$ cat src/rtl/lvds_rx_arbiter_pkg.sv
// Shared constants for the LVDS RX arbiter: mode encodings, channel tags and
// the mode-sequencing state type.
package lvds_rx_arbiter_pkg;

  localparam logic [1:0] MODE_OFF  = 2'b00;
  localparam logic [1:0] MODE_CH0  = 2'b01;
  localparam logic [1:0] MODE_CH1  = 2'b10;
  localparam logic [1:0] MODE_BOTH = 2'b11;

  localparam logic CH0 = 1'b0;
  localparam logic CH1 = 1'b1;

  typedef enum logic {
    MODE_RUN   = 1'b0,
    MODE_DRAIN = 1'b1
  } mode_state_e;

  // Bit n of the mode word enables channel n.
  function automatic logic ch_enabled(input logic [1:0] mode, input logic ch);
    return mode[ch];
  endfunction

endpackage

$ cat src/rtl/lvds_rx_arbiter_if.sv
// Receiver push streams and shared RX FIFO write port of the LVDS RX arbiter.
// The arbiter takes the slave modport; receivers and FIFO side take master.
interface lvds_rx_arbiter_if #(
  parameter int DW = 16
);
  logic          i_ch0_push;
  logic [DW-1:0] i_ch0_data;
  logic          i_ch0_sync;
  logic          i_ch1_push;
  logic [DW-1:0] i_ch1_data;
  logic          i_ch1_sync;
  logic          i_fifo_full;
  logic          o_fifo_push;
  logic [DW+1:0] o_fifo_data;

  modport master (
    output i_ch0_push, i_ch0_data, i_ch0_sync,
    output i_ch1_push, i_ch1_data, i_ch1_sync,
    output i_fifo_full,
    input  o_fifo_push, o_fifo_data
  );

  modport slave (
    input  i_ch0_push, i_ch0_data, i_ch0_sync,
    input  i_ch1_push, i_ch1_data, i_ch1_sync,
    input  i_fifo_full,
    output o_fifo_push, o_fifo_data
  );
endinterface

$ cat src/rtl/lvds_rx_skid2.sv
// Two-entry skid buffer for one receiver channel. When empty, the incoming
// word is presented on dout in the same cycle so it can be popped straight through.
module lvds_rx_skid2 #(
  parameter int W = 17
) (
  input  logic         i_ddr_clk,
  input  logic         i_rst_b,
  input  logic         push,
  input  logic [W-1:0] din,
  input  logic         pop,
  output logic [W-1:0] dout,
  output logic         empty,
  output logic         full,
  output logic         overflow
);

  logic [W-1:0] mem_r [2];
  logic [1:0]   cnt_r;
  logic         wr_ptr_r;
  logic         rd_ptr_r;
  logic         store_s;
  logic         take_s;

  // Occupancy flags, overflow detection and head/bypass selection.
  always_comb begin
    empty    = (cnt_r == 2'd0);
    full     = (cnt_r == 2'd2);
    overflow = push && full && !pop;
    store_s  = push && !overflow && !(empty && pop);
    take_s   = pop && !empty;
    if (empty) begin
      dout = din;
    end else begin
      dout = mem_r[rd_ptr_r];
    end
  end

  // Storage, pointers and occupancy count.
  always_ff @(posedge i_ddr_clk or negedge i_rst_b) begin
    if (!i_rst_b) begin
      mem_r[0] <= {W{1'b0}};
      mem_r[1] <= {W{1'b0}};
      cnt_r    <= 2'd0;
      wr_ptr_r <= 1'b0;
      rd_ptr_r <= 1'b0;
    end else begin
      if (store_s) begin
        mem_r[wr_ptr_r] <= din;
        wr_ptr_r        <= ~wr_ptr_r;
      end
      if (take_s) begin
        rd_ptr_r <= ~rd_ptr_r;
      end
      case ({store_s, take_s})
        2'b10:   cnt_r <= cnt_r + 2'd1;
        2'b01:   cnt_r <= cnt_r - 2'd1;
        default: cnt_r <= cnt_r;
      endcase
    end
  end

endmodule

$ cat src/rtl/lvds_rx_arbiter.sv
// Round-robin merge of two LVDS receiver streams onto one RX FIFO write port,
// with drain-then-switch mode changes. LVDS_RX_ARB_DROP_CNT_EN enables drop counters.
module lvds_rx_arbiter
  import lvds_rx_arbiter_pkg::*;
#(
  parameter int DW = 16,
  parameter int CW = 16
) (
  input  logic                 i_ddr_clk,
  input  logic                 i_rst_b,
  input  logic [1:0]           i_mode,
  input  logic                 i_clr_drops,
  lvds_rx_arbiter_if.slave     bus,
  output logic [1:0]           o_mode_active,
  output logic                 o_mode_pending,
  output logic [CW-1:0]        o_ch0_drops,
  output logic [CW-1:0]        o_ch1_drops
);

  mode_state_e   state_r;
  logic [1:0]    mode_active_r;
  logic          mode_pending_r;
  logic          ptr_r;
  logic          push_r;
  logic [DW+1:0] data_r;

  logic          acc0_s, acc1_s;
  logic          req0_s, req1_s;
  logic          grant_s, grant_ch_s;
  logic          pop0_s, pop1_s;
  logic [DW:0]   head0_s, head1_s, head_s;
  logic          empty0_s, empty1_s;
  logic          full0_s, full1_s;
  logic          ovf0_s, ovf1_s;

  // Acceptance gating and round-robin grant, including same-cycle bypass.
  always_comb begin
    acc0_s     = (state_r == MODE_RUN) && bus.i_ch0_push && ch_enabled(mode_active_r, CH0);
    acc1_s     = (state_r == MODE_RUN) && bus.i_ch1_push && ch_enabled(mode_active_r, CH1);
    req0_s     = !empty0_s || acc0_s;
    req1_s     = !empty1_s || acc1_s;
    grant_s    = 1'b0;
    grant_ch_s = ptr_r;
    if (bus.i_fifo_full) begin
      grant_s    = 1'b0;
      grant_ch_s = ptr_r;
    end else if (req0_s && req1_s) begin
      grant_s    = 1'b1;
      grant_ch_s = ptr_r;
    end else if (req0_s) begin
      grant_s    = 1'b1;
      grant_ch_s = CH0;
    end else if (req1_s) begin
      grant_s    = 1'b1;
      grant_ch_s = CH1;
    end else begin
      grant_s    = 1'b0;
      grant_ch_s = ptr_r;
    end
    pop0_s = grant_s && (grant_ch_s == CH0);
    pop1_s = grant_s && (grant_ch_s == CH1);
    if (grant_ch_s == CH1) begin
      head_s = head1_s;
    end else begin
      head_s = head0_s;
    end
  end

  lvds_rx_skid2 #(.W(DW + 1)) u_skid_ch0 (
    .i_ddr_clk (i_ddr_clk),
    .i_rst_b   (i_rst_b),
    .push      (acc0_s),
    .din       ({bus.i_ch0_sync, bus.i_ch0_data}),
    .pop       (pop0_s),
    .dout      (head0_s),
    .empty     (empty0_s),
    .full      (full0_s),
    .overflow  (ovf0_s)
  );

  lvds_rx_skid2 #(.W(DW + 1)) u_skid_ch1 (
    .i_ddr_clk (i_ddr_clk),
    .i_rst_b   (i_rst_b),
    .push      (acc1_s),
    .din       ({bus.i_ch1_sync, bus.i_ch1_data}),
    .pop       (pop1_s),
    .dout      (head1_s),
    .empty     (empty1_s),
    .full      (full1_s),
    .overflow  (ovf1_s)
  );

  // FIFO write strobe, held write data and round-robin pointer.
  always_ff @(posedge i_ddr_clk or negedge i_rst_b) begin
    if (!i_rst_b) begin
      push_r <= 1'b0;
      data_r <= {(DW + 2){1'b0}};
      ptr_r  <= CH0;
    end else begin
      push_r <= grant_s;
      if (grant_s) begin
        data_r <= {head_s[DW], grant_ch_s, head_s[DW-1:0]};
        ptr_r  <= ~grant_ch_s;
      end
    end
  end

  // Mode sequencing: a new mode is applied only once both buffers have drained.
  always_ff @(posedge i_ddr_clk or negedge i_rst_b) begin
    if (!i_rst_b) begin
      state_r        <= MODE_RUN;
      mode_active_r  <= MODE_OFF;
      mode_pending_r <= 1'b0;
    end else begin
      case (state_r)
        MODE_RUN: begin
          if (i_mode != mode_active_r) begin
            state_r        <= MODE_DRAIN;
            mode_pending_r <= 1'b1;
          end
        end
        MODE_DRAIN: begin
          if (empty0_s && empty1_s && !bus.i_fifo_full) begin
            state_r        <= MODE_RUN;
            mode_pending_r <= 1'b0;
            mode_active_r  <= i_mode;
          end
        end
        default: begin
          state_r        <= MODE_RUN;
          mode_pending_r <= 1'b0;
        end
      endcase
    end
  end

  assign bus.o_fifo_push = push_r;
  assign bus.o_fifo_data = data_r;
  assign o_mode_active   = mode_active_r;
  assign o_mode_pending  = mode_pending_r;

  logic unused_full_s;
  assign unused_full_s = full0_s ^ full1_s;

`ifdef LVDS_RX_ARB_DROP_CNT_EN
  localparam logic [CW-1:0] DROP_MAX = {CW{1'b1}};
  localparam logic [CW-1:0] DROP_ONE = {{(CW - 1){1'b0}}, 1'b1};

  logic [CW-1:0] drops0_r, drops1_r;

  // Clear takes effect first, so an overflow in the clear cycle leaves a count of one.
  function automatic logic [CW-1:0] drop_next(input logic [CW-1:0] cnt,
                                              input logic clr, input logic ovf);
    if (clr) begin
      return ovf ? DROP_ONE : {CW{1'b0}};
    end else if (ovf && (cnt != DROP_MAX)) begin
      return cnt + DROP_ONE;
    end else begin
      return cnt;
    end
  endfunction

  // Saturating per-channel drop counters.
  always_ff @(posedge i_ddr_clk or negedge i_rst_b) begin
    if (!i_rst_b) begin
      drops0_r <= {CW{1'b0}};
      drops1_r <= {CW{1'b0}};
    end else begin
      drops0_r <= drop_next(drops0_r, i_clr_drops, ovf0_s);
      drops1_r <= drop_next(drops1_r, i_clr_drops, ovf1_s);
    end
  end

  assign o_ch0_drops = drops0_r;
  assign o_ch1_drops = drops1_r;
`else
  logic unused_drop_s;
  assign unused_drop_s = ^{i_clr_drops, ovf0_s, ovf1_s};
  assign o_ch0_drops   = {CW{1'b0}};
  assign o_ch1_drops   = {CW{1'b0}};
`endif

endmodule
$ cat src/flat_wrapper.sv
// flat-port wrapper written by rule: the top's interface ports become plain ports
module lvds_rx_arbiter_flat import lvds_rx_arbiter_pkg::*;
#(
  parameter int DW = 16,
  parameter int CW = 16
)
  (i_ddr_clk, i_rst_b, i_mode, i_clr_drops, o_mode_active, o_mode_pending, o_ch0_drops, o_ch1_drops, bus_i_ch0_push, bus_i_ch0_data, bus_i_ch0_sync, bus_i_ch1_push, bus_i_ch1_data, bus_i_ch1_sync, bus_i_fifo_full, bus_o_fifo_push, bus_o_fifo_data);
  lvds_rx_arbiter_if #(.DW(DW)) bus_i ();
  input  logic i_ddr_clk;
  input  logic i_rst_b;
  input  logic [1:0] i_mode;
  input  logic i_clr_drops;
  output logic [1:0] o_mode_active;
  output logic o_mode_pending;
  output logic [CW-1:0] o_ch0_drops;
  output logic [CW-1:0] o_ch1_drops;
  input wire logic [$bits(bus_i.i_ch0_push)-1:0] bus_i_ch0_push;
  input wire logic [$bits(bus_i.i_ch0_data)-1:0] bus_i_ch0_data;
  input wire logic [$bits(bus_i.i_ch0_sync)-1:0] bus_i_ch0_sync;
  input wire logic [$bits(bus_i.i_ch1_push)-1:0] bus_i_ch1_push;
  input wire logic [$bits(bus_i.i_ch1_data)-1:0] bus_i_ch1_data;
  input wire logic [$bits(bus_i.i_ch1_sync)-1:0] bus_i_ch1_sync;
  input wire logic [$bits(bus_i.i_fifo_full)-1:0] bus_i_fifo_full;
  output wire logic [$bits(bus_i.o_fifo_push)-1:0] bus_o_fifo_push;
  output wire logic [$bits(bus_i.o_fifo_data)-1:0] bus_o_fifo_data;
  assign bus_i.i_ch0_push = bus_i_ch0_push;
  assign bus_i.i_ch0_data = bus_i_ch0_data;
  assign bus_i.i_ch0_sync = bus_i_ch0_sync;
  assign bus_i.i_ch1_push = bus_i_ch1_push;
  assign bus_i.i_ch1_data = bus_i_ch1_data;
  assign bus_i.i_ch1_sync = bus_i_ch1_sync;
  assign bus_i.i_fifo_full = bus_i_fifo_full;
  assign bus_o_fifo_push = bus_i.o_fifo_push;
  assign bus_o_fifo_data = bus_i.o_fifo_data;
  lvds_rx_arbiter #(.DW(DW), .CW(CW)) u_core (.i_ddr_clk(i_ddr_clk), .i_rst_b(i_rst_b), .i_mode(i_mode), .i_clr_drops(i_clr_drops), .bus(bus_i), .o_mode_active(o_mode_active), .o_mode_pending(o_mode_pending), .o_ch0_drops(o_ch0_drops), .o_ch1_drops(o_ch1_drops));
endmodule
$ cat config.mk
export PLATFORM = sky130hd
export DESIGN_NAME = lvds_rx_arbiter_flat
export DESIGN_NICKNAME = d
export VERILOG_FILES = /design/src/rtl/lvds_rx_arbiter_pkg.sv /design/src/rtl/lvds_rx_arbiter_if.sv /design/src/rtl/lvds_rx_skid2.sv /design/src/rtl/lvds_rx_arbiter.sv /design/src/flat_wrapper.sv
export SDC_FILE = /design/constraint.sdc
export NUM_CORES = 1
export LEC_CHECK = 0
export ABC_AREA = 1
export BUFFER_PORTS_ARGS = -buffer_cell sky130_fd_sc_hd__buf_2
export CORE_ASPECT_RATIO = 2
export CORE_MARGIN = 2
export CORE_UTILIZATION = 52
export CTS_BUF_LIST = sky130_fd_sc_hd__clkbuf_16
export DETAILED_ROUTE_END_ITERATION = 7
export HOLD_SLACK_MARGIN = 0.08
export PLACE_DENSITY_LB_ADDON = 0.1
export SLEW_MARGIN = 40
export SYNTH_ARGS = -nofsm -noshare
export SYNTH_HDL_FRONTEND = slang
export SYNTH_SLANG_ARGS = --single-unit
$ cat constraint.sdc
create_clock -name i_ddr_clk -period 5.1 [get_ports i_ddr_clk]
set_clock_uncertainty 0.05 [all_clocks]
set_input_delay 0.255 -clock i_ddr_clk [delete_from_list [all_inputs] [get_ports i_ddr_clk]]
set_output_delay 0.255 -clock i_ddr_clk [all_outputs]
set_load 0.05 [all_outputs]
Word-level counts from Yosys, hierarchy flattened:

Cells that the tools add are included.

* shift operators: 0
* multiply operators: 0
* add/subtract/negate cells: 4
* divide/modulo/power cells: 0
* reduce and logical (&&, ||, !) cells: 40
* bitwise operators: 10
* multiplexer cells: 31
* magnitude comparators: 6
* equality and inequality tests: 9

Operators by type and width (number)
* $mux 17: 11
* $bwmux 34: 2
* $demux 17 s1: 2
* $logic_and 1x1->1: 23
* $mux 1: 12
* $logic_not 1->1: 9
* $eq 2x2->1 const B: 4
* $ge 2x2->1 const B: 4
* $not 1->2: 4
* $pmux 2 s2: 2
* $not 1->1: 6
* $add 2x1->2 const B: 2
* $eq 2x1->1 const B: 2
* $logic_not 2->1: 2
* $lt 2x1->1 const B: 2
* $ne 2x2->1 const B: 2
* $pmux 1 s2: 2
* $reduce_and 2->1: 2
* $reduce_bool 2->1: 2
* $sub 2x1->2 const B: 2
* $logic_or 1x1->1: 2
* $ne 2x2->1: 1

* bits in latches: 0
* output and inout bits: 54
* register bits: 100
* memories: 0
* bits of input ports: 42
* memory bits (writable): 0
* memory bits (read-only): 0

Depth between registers and ports, before layout:

* depth in word-level cells: 17
* depth in mapped cells: 13
* depth with buffers taken out: 13

Modules after synthesis:

Synthesis repeated with hierarchy kept, for this count alone.

* cells, all modules: 759
* area total of the unflattened synthesis: 5735.5 µm²

By module, submodules not included
* lvds_rx_skid2 (u_core.u_skid_ch0): cells an instance 268, sequential area each 950.9 µm², times used 1, area each 2072.0 µm²
* lvds_rx_skid2 (u_core.u_skid_ch1): cells an instance 268, sequential area each 950.9 µm², times used 1, area each 2052.0 µm²
* lvds_rx_arbiter: cells an instance 223, sequential area each 600.6 µm², times used 1, area each 1611.5 µm²

Worst setup path before layout:

No wires, ideal clock.

* kind: register to register
* start: register u_core.mode_active_r[1], in the netlist u_core.o_mode_active[1]
* end: register u_core.u_skid_ch1.cnt_r[1]
* data arrival time: 2189 ps
* slack: 2730 ps
* cell stages (with the launch flop): 12
* setup time: 131 ps
* period minus slack after synthesis: 2370 ps
* buffers on the path: 0
* cells stage by stage: dfrtp_1 nand3_2 a21oi_2 nand2_4 nor2_4 inv_2 nand2_8 nand2_1 ha_1 a21oi_1 o21ai_0 xor2_1

* elaborated cells between the ends (all ways): 25
* those cells by class: eq/ne (2); mux (9); reduce/logical (14)

RTL lines
* start, declared: RTL line lvds_rx_arbiter.sv:21 `logic [1:0] mode_active_r;`
* start signal, assigned: RTL line lvds_rx_arbiter.sv:126 `mode_active_r <= i_mode;`
* $logic_and 1x1->1 *: RTL line lvds_rx_arbiter.sv:39 `acc1_s = (state_r == MODE_RUN) && bus.i_ch1_push && ch_enabled(mode_active_r, CH1);`
* $logic_or 1x1->1 *: RTL line lvds_rx_arbiter.sv:41 `req1_s = !empty1_s || acc1_s;`
* $mux 1: RTL line lvds_rx_arbiter.sv:53 `end else if (req1_s) begin`
* $mux 1: RTL line lvds_rx_arbiter.sv:50 `end else if (req0_s) begin`
* $mux 1: RTL line lvds_rx_arbiter.sv:47 `end else if (req0_s && req1_s) begin`
* $mux 1: RTL line lvds_rx_arbiter.sv:44 `if (bus.i_fifo_full) begin`
* $logic_and 1x1->1 *: RTL line lvds_rx_arbiter.sv:61 `pop1_s = grant_s && (grant_ch_s == CH1);`
* $logic_and 1x1->1 *: RTL line lvds_rx_skid2.sv:30 `take_s = pop && !empty;`
* via u_core.u_skid_ch1.take_s: RTL line lvds_rx_skid2.sv:22 `logic take_s;`
* $eq 2x1->1 or $eq 2x2->1 (tied branches): RTL line lvds_rx_skid2.sv:54 `case ({store_s, take_s})`
* $pmux 2 s2 or $reduce_bool 2->1 (tied branches)
* end signal, assigned: RTL line lvds_rx_skid2.sv:55 `2'b10: cnt_r <= cnt_r + 2'd1;`
* end signal, assigned: RTL line lvds_rx_skid2.sv:56 `2'b01: cnt_r <= cnt_r - 2'd1;`
* end signal, assigned: RTL line lvds_rx_skid2.sv:57 `default: cnt_r <= cnt_r;`
* end, declared: RTL line lvds_rx_skid2.sv:18 `logic [1:0] cnt_r;`

The timed path passes the listed nets; every way through them passes the cells marked *.
A chain may end at the register's enable or synchronous reset.

Final worst setup path:

* start: register u_core.u_skid_ch1.cnt_r[0]
* end: register u_core.u_skid_ch0.cnt_r[1]

* word-level cells in the longest chain between the ends: 16
* elaborated cells between the ends (all ways): 26
* those cells by class: eq/ne (2); mux (9); bitwise (1); reduce/logical (14)

RTL lines
* $logic_not 2->1 *: RTL line lvds_rx_skid2.sv:26 `empty = (cnt_r == 2'd0);`
* $logic_not 1->1 *: RTL line lvds_rx_arbiter.sv:41
* $logic_or 1x1->1 *: RTL line lvds_rx_arbiter.sv:41
* $mux 1: RTL line lvds_rx_arbiter.sv:53
* $mux 1: RTL line lvds_rx_arbiter.sv:50
* $mux 1: RTL line lvds_rx_arbiter.sv:47
* $mux 1: RTL line lvds_rx_arbiter.sv:44
* $not 1->1: RTL line lvds_rx_arbiter.sv:60 `pop0_s = grant_s && (grant_ch_s == CH0);`
* $logic_and 1x1->1 *: RTL line lvds_rx_arbiter.sv:60
* $logic_not 1->1: RTL line lvds_rx_skid2.sv:28 `overflow = push && full && !pop;`
* $logic_and 1x1->1: RTL line lvds_rx_skid2.sv:28
* $logic_not 1->1: RTL line lvds_rx_skid2.sv:29 `store_s = push && !overflow && !(empty && pop);`
* $logic_and 1x1->1 (2 in a row): RTL line lvds_rx_skid2.sv:29
* $eq 2x1->1 or $eq 2x2->1 (tied branches): RTL line lvds_rx_skid2.sv:54
* $pmux 2 s2 or $reduce_bool 2->1 (tied branches)
* end signal, assigned: RTL line lvds_rx_skid2.sv:55
* end signal, assigned: RTL line lvds_rx_skid2.sv:56
* end signal, assigned: RTL line lvds_rx_skid2.sv:57
* end, declared: RTL line lvds_rx_skid2.sv:18

Mark *: on every way between the ends. The rest lies on a longest branch, timed or not.

==> metrics <==
worst hold path class input pin to flip-flop; Die H between 150 and 200 um; Longest Clk Path Bufs 2; top-count cell post-synth nand2_1; largest net degree at the start of global routing 57; filler instances about 1000; worst vdd ir ~0.00032 V; RePlAce Congestion between 0.7 and 0.8; routed length per instance 15.7 um; total gr overflow 0; number of remaining DRC errors 0; critical path, cell by cell nor2_2, buf_4, a21oi_2, nand2_4, nand3_2, nand2_4, nand2_1, ha_1, a21oi_1, o21ai_0, xnor2_1; Routed Antenna Nets 0; sequential fraction of the synthesis area 0.448; most used cell, CP nand2_4; Crit Path Max Fanout 35; top_reg_cell synth dfrtp_1; Slew HR 0.457; Startpoint Class flip-flop; CP arrival 2950 ps; worst setup path category flip-flop to flip-flop; Post-synth EDFFs 0; TritonCTS buffer count 9; setup TNS 0 ps; unrepaired setup endpoints after global routing false; top cells by area, synth dfrtp_1 (45%), nand2_1 (15%), nand4_1 (7.6%); min Tclk post-route roughly 2800 ps; Post-Syn Area per Cell around 8.6 um2; Vias/cell 5.38; Port Buf Inserts 62; ys async rst share 1.00; FP Rows 53; f_max approximately 360 MHz; CTS tree yes; Tcrit/Tclk final 0.546; clk slew on worst S/H paths 60 ps; 1st-pass router iterations 5; Setup Viol. Count Final 0; Synth Register Bits 100; H-Tree Level Count 3; Worst Path Buf+Inv 1; maxcap violations 0; final hold viol count 0; Core Box Area ~10000 um2; post-layout util 0.574; DP HPWL about 8800 um; CTS sink count 100; share of cells above drive strength 1 0.183; Vias between 4000 and 5000; leakage roughly 3.2 nW; initial drt markers 267; Critical Path End Type flip-flop; reg-to-reg setup timing slack roughly 2300 ps; diode count 0; Syn-to-layout area delta 7.78%; Synth top area share 0.448; GRT Resource Usage Total 0.231; Cell Pwr Density around 640 nW/um2; Worst-Margin Slew 815 ps; Layout Cells excl Fill a little over 800; Total Power between 3 and 4 mW; cell count after synthesis between 600 and 700; worst-skew pair later-pin latency about 340 ps; die span in x between 70 and 80 um; Starting Density 0.533; Required @ worst endpoint 5270 ps; crit path max-delay cell type dfrtp_1; top cells by count, synth nand2_1 (228), dfrtp_1 (100), nand4_1 (68), buf_4 (36), nand3_1 (35); Fin Hold WS ~93 ps; Pins Over Slew Limit 0; Yosys cell types 33; Die ar. ~12000 um2; final WL 13000 um; I/O pin total between 90 and 100; CP delay by family, top simple AND/OR/NAND/NOR gates; CP peak stage delay approximately 450 ps; dpl cells 810; root buffer cell clkbuf_16; vias in the first global route just over 4000; cell area after synthesis 5580 um2; status completed; post-synth top area cell dfrtp_1; Ys Warns 0; initial antenna violation count 0; Nets roughly 730; first-pass GRT wire length 21300 um
==> timing repair <==
action / 4_1_cts / 5_1_grt
hold buffers: 1 / 0
gates resized for setup: 0 / 0
setup buffers: 0 / 0
hold endpoints to repair: 55 / 0
==> metrics by stage <==
step / worst slack [ps] / instance area (um2)
finish: 2320 / 6020
global route: 2110 / 6020
CTS: 2300 / 6020
detailed placement: 2320 / 5760
global placement: 2350 / 5750
floorplan: 2730 / 5700
==> cell type report <==
type                    instances  area [um2]  share of cell area
clock buffers                   9         225              0.0374
inverters                      31         116              0.0193
clock inverters                 5        23.8             0.00395
well taps                     137         171              0.0285
repair buffers                 67         353              0.0586
multi-input cells             476        2620               0.436
flip-flops and latches        100        2510               0.417
==> placed cells by master (no fill, tap or decap), types with 5 or more instances in the layout <==
master       n
nand2_1    228
conb_1      32
mux2i_1     34
nand3_1     35
clkbuf_16    9
mux2_2      17
inv_1       26
o21ai_0     22
buf_2       61
dfrtp_1     97
nand4_1     68
nand2_4      7
buf_4        5
==> kinds of logic after synthesis <==
logic type | after synthesis | synth area share
compound gates | 27 | 0.0255
xor+xnor | 8 | 0.0125
fa+ha+maj | 2 | 0.00448
buf+inv | 101 | 0.104
flops | 100 | 0.448
mux | 51 | 0.0952
other cells | 1 | 0.000672
simple gates | 356 | 0.310
==> worst register-to-register path, delay by kind of cell, from the launching register on <==
| kind | cells | cell delay [ps] |
|---|---|---|
| and+or+nand+nor | 5 | 930 |
| DFF | 1 | 450 |
| buffers and inverters | 1 | 370 |
| AOI/OAI and AO/OA | 3 | 370 |
| adders and majority gates | 1 | 360 |
| xor gates and xnor gates | 1 | 140 |
==> registers in the layout, indices dropped and copies added (netlist names) <==
| signal | count |
|---|---|
| u_core.u_skid_ch0.mem_r | 34 |
| u_core.ptr_r | 1 |
| u_core.bus.o_fifo_push | 1 |
| u_core.u_skid_ch0.rd_ptr_r | 1 |
| u_core.o_mode_pending | 1 |
| u_core.u_skid_ch1.mem_r | 34 |
| u_core.u_skid_ch1.cnt_r | 2 |
| u_core.o_mode_active | 2 |
| u_core.state_r | 1 |
| u_core.u_skid_ch0.wr_ptr_r | 1 |
| u_core.u_skid_ch1.rd_ptr_r | 1 |
| u_core.u_skid_ch1.wr_ptr_r | 1 |
| u_core.u_skid_ch0.cnt_r | 2 |
| u_core.bus.o_fifo_data | 18 |
==> routing by layer <==
metal | GRT usage | vias up | share of wire
met4 | 0.101 | 0 | 0.026
met2 | 0.402 | 108 | 0.53
met3 | 0.0252 | 29 | 0.030
met5 | 0 | - | 0
li1 | - | 2164 | -
met1 | 0.288 | 2138 | 0.42
==> final timing paths <==
path / depth (start not counted) / end / startpoint
worst min register to register: 2 / u_core.o_mode_pending / u_core.o_mode_pending
min in group asynchronous: 2 / u_core.u_skid_ch0.mem_r[19] / i_rst_b
worst max register to register: 11 / u_core.u_skid_ch0.cnt_r[1] / u_core.u_skid_ch1.cnt_r[0]
worst max-delay path: 11 / u_core.u_skid_ch0.cnt_r[1] / u_core.u_skid_ch1.cnt_r[0]
worst min-delay path: 3 / u_core.o_mode_active[1] / i_mode[1]
max in group asynchronous: 3 / u_core.u_skid_ch1.mem_r[11] / i_rst_b
==> power by group <==
part	switching (mW)	internal, mW	total [mW]
combinational	1.26	0.584	1.84
clock	0.275	0.319	0.595
sequential	0.302	1.09	1.40
total	1.83	2.00	3.83
Power figures use the tool's default switching activity.
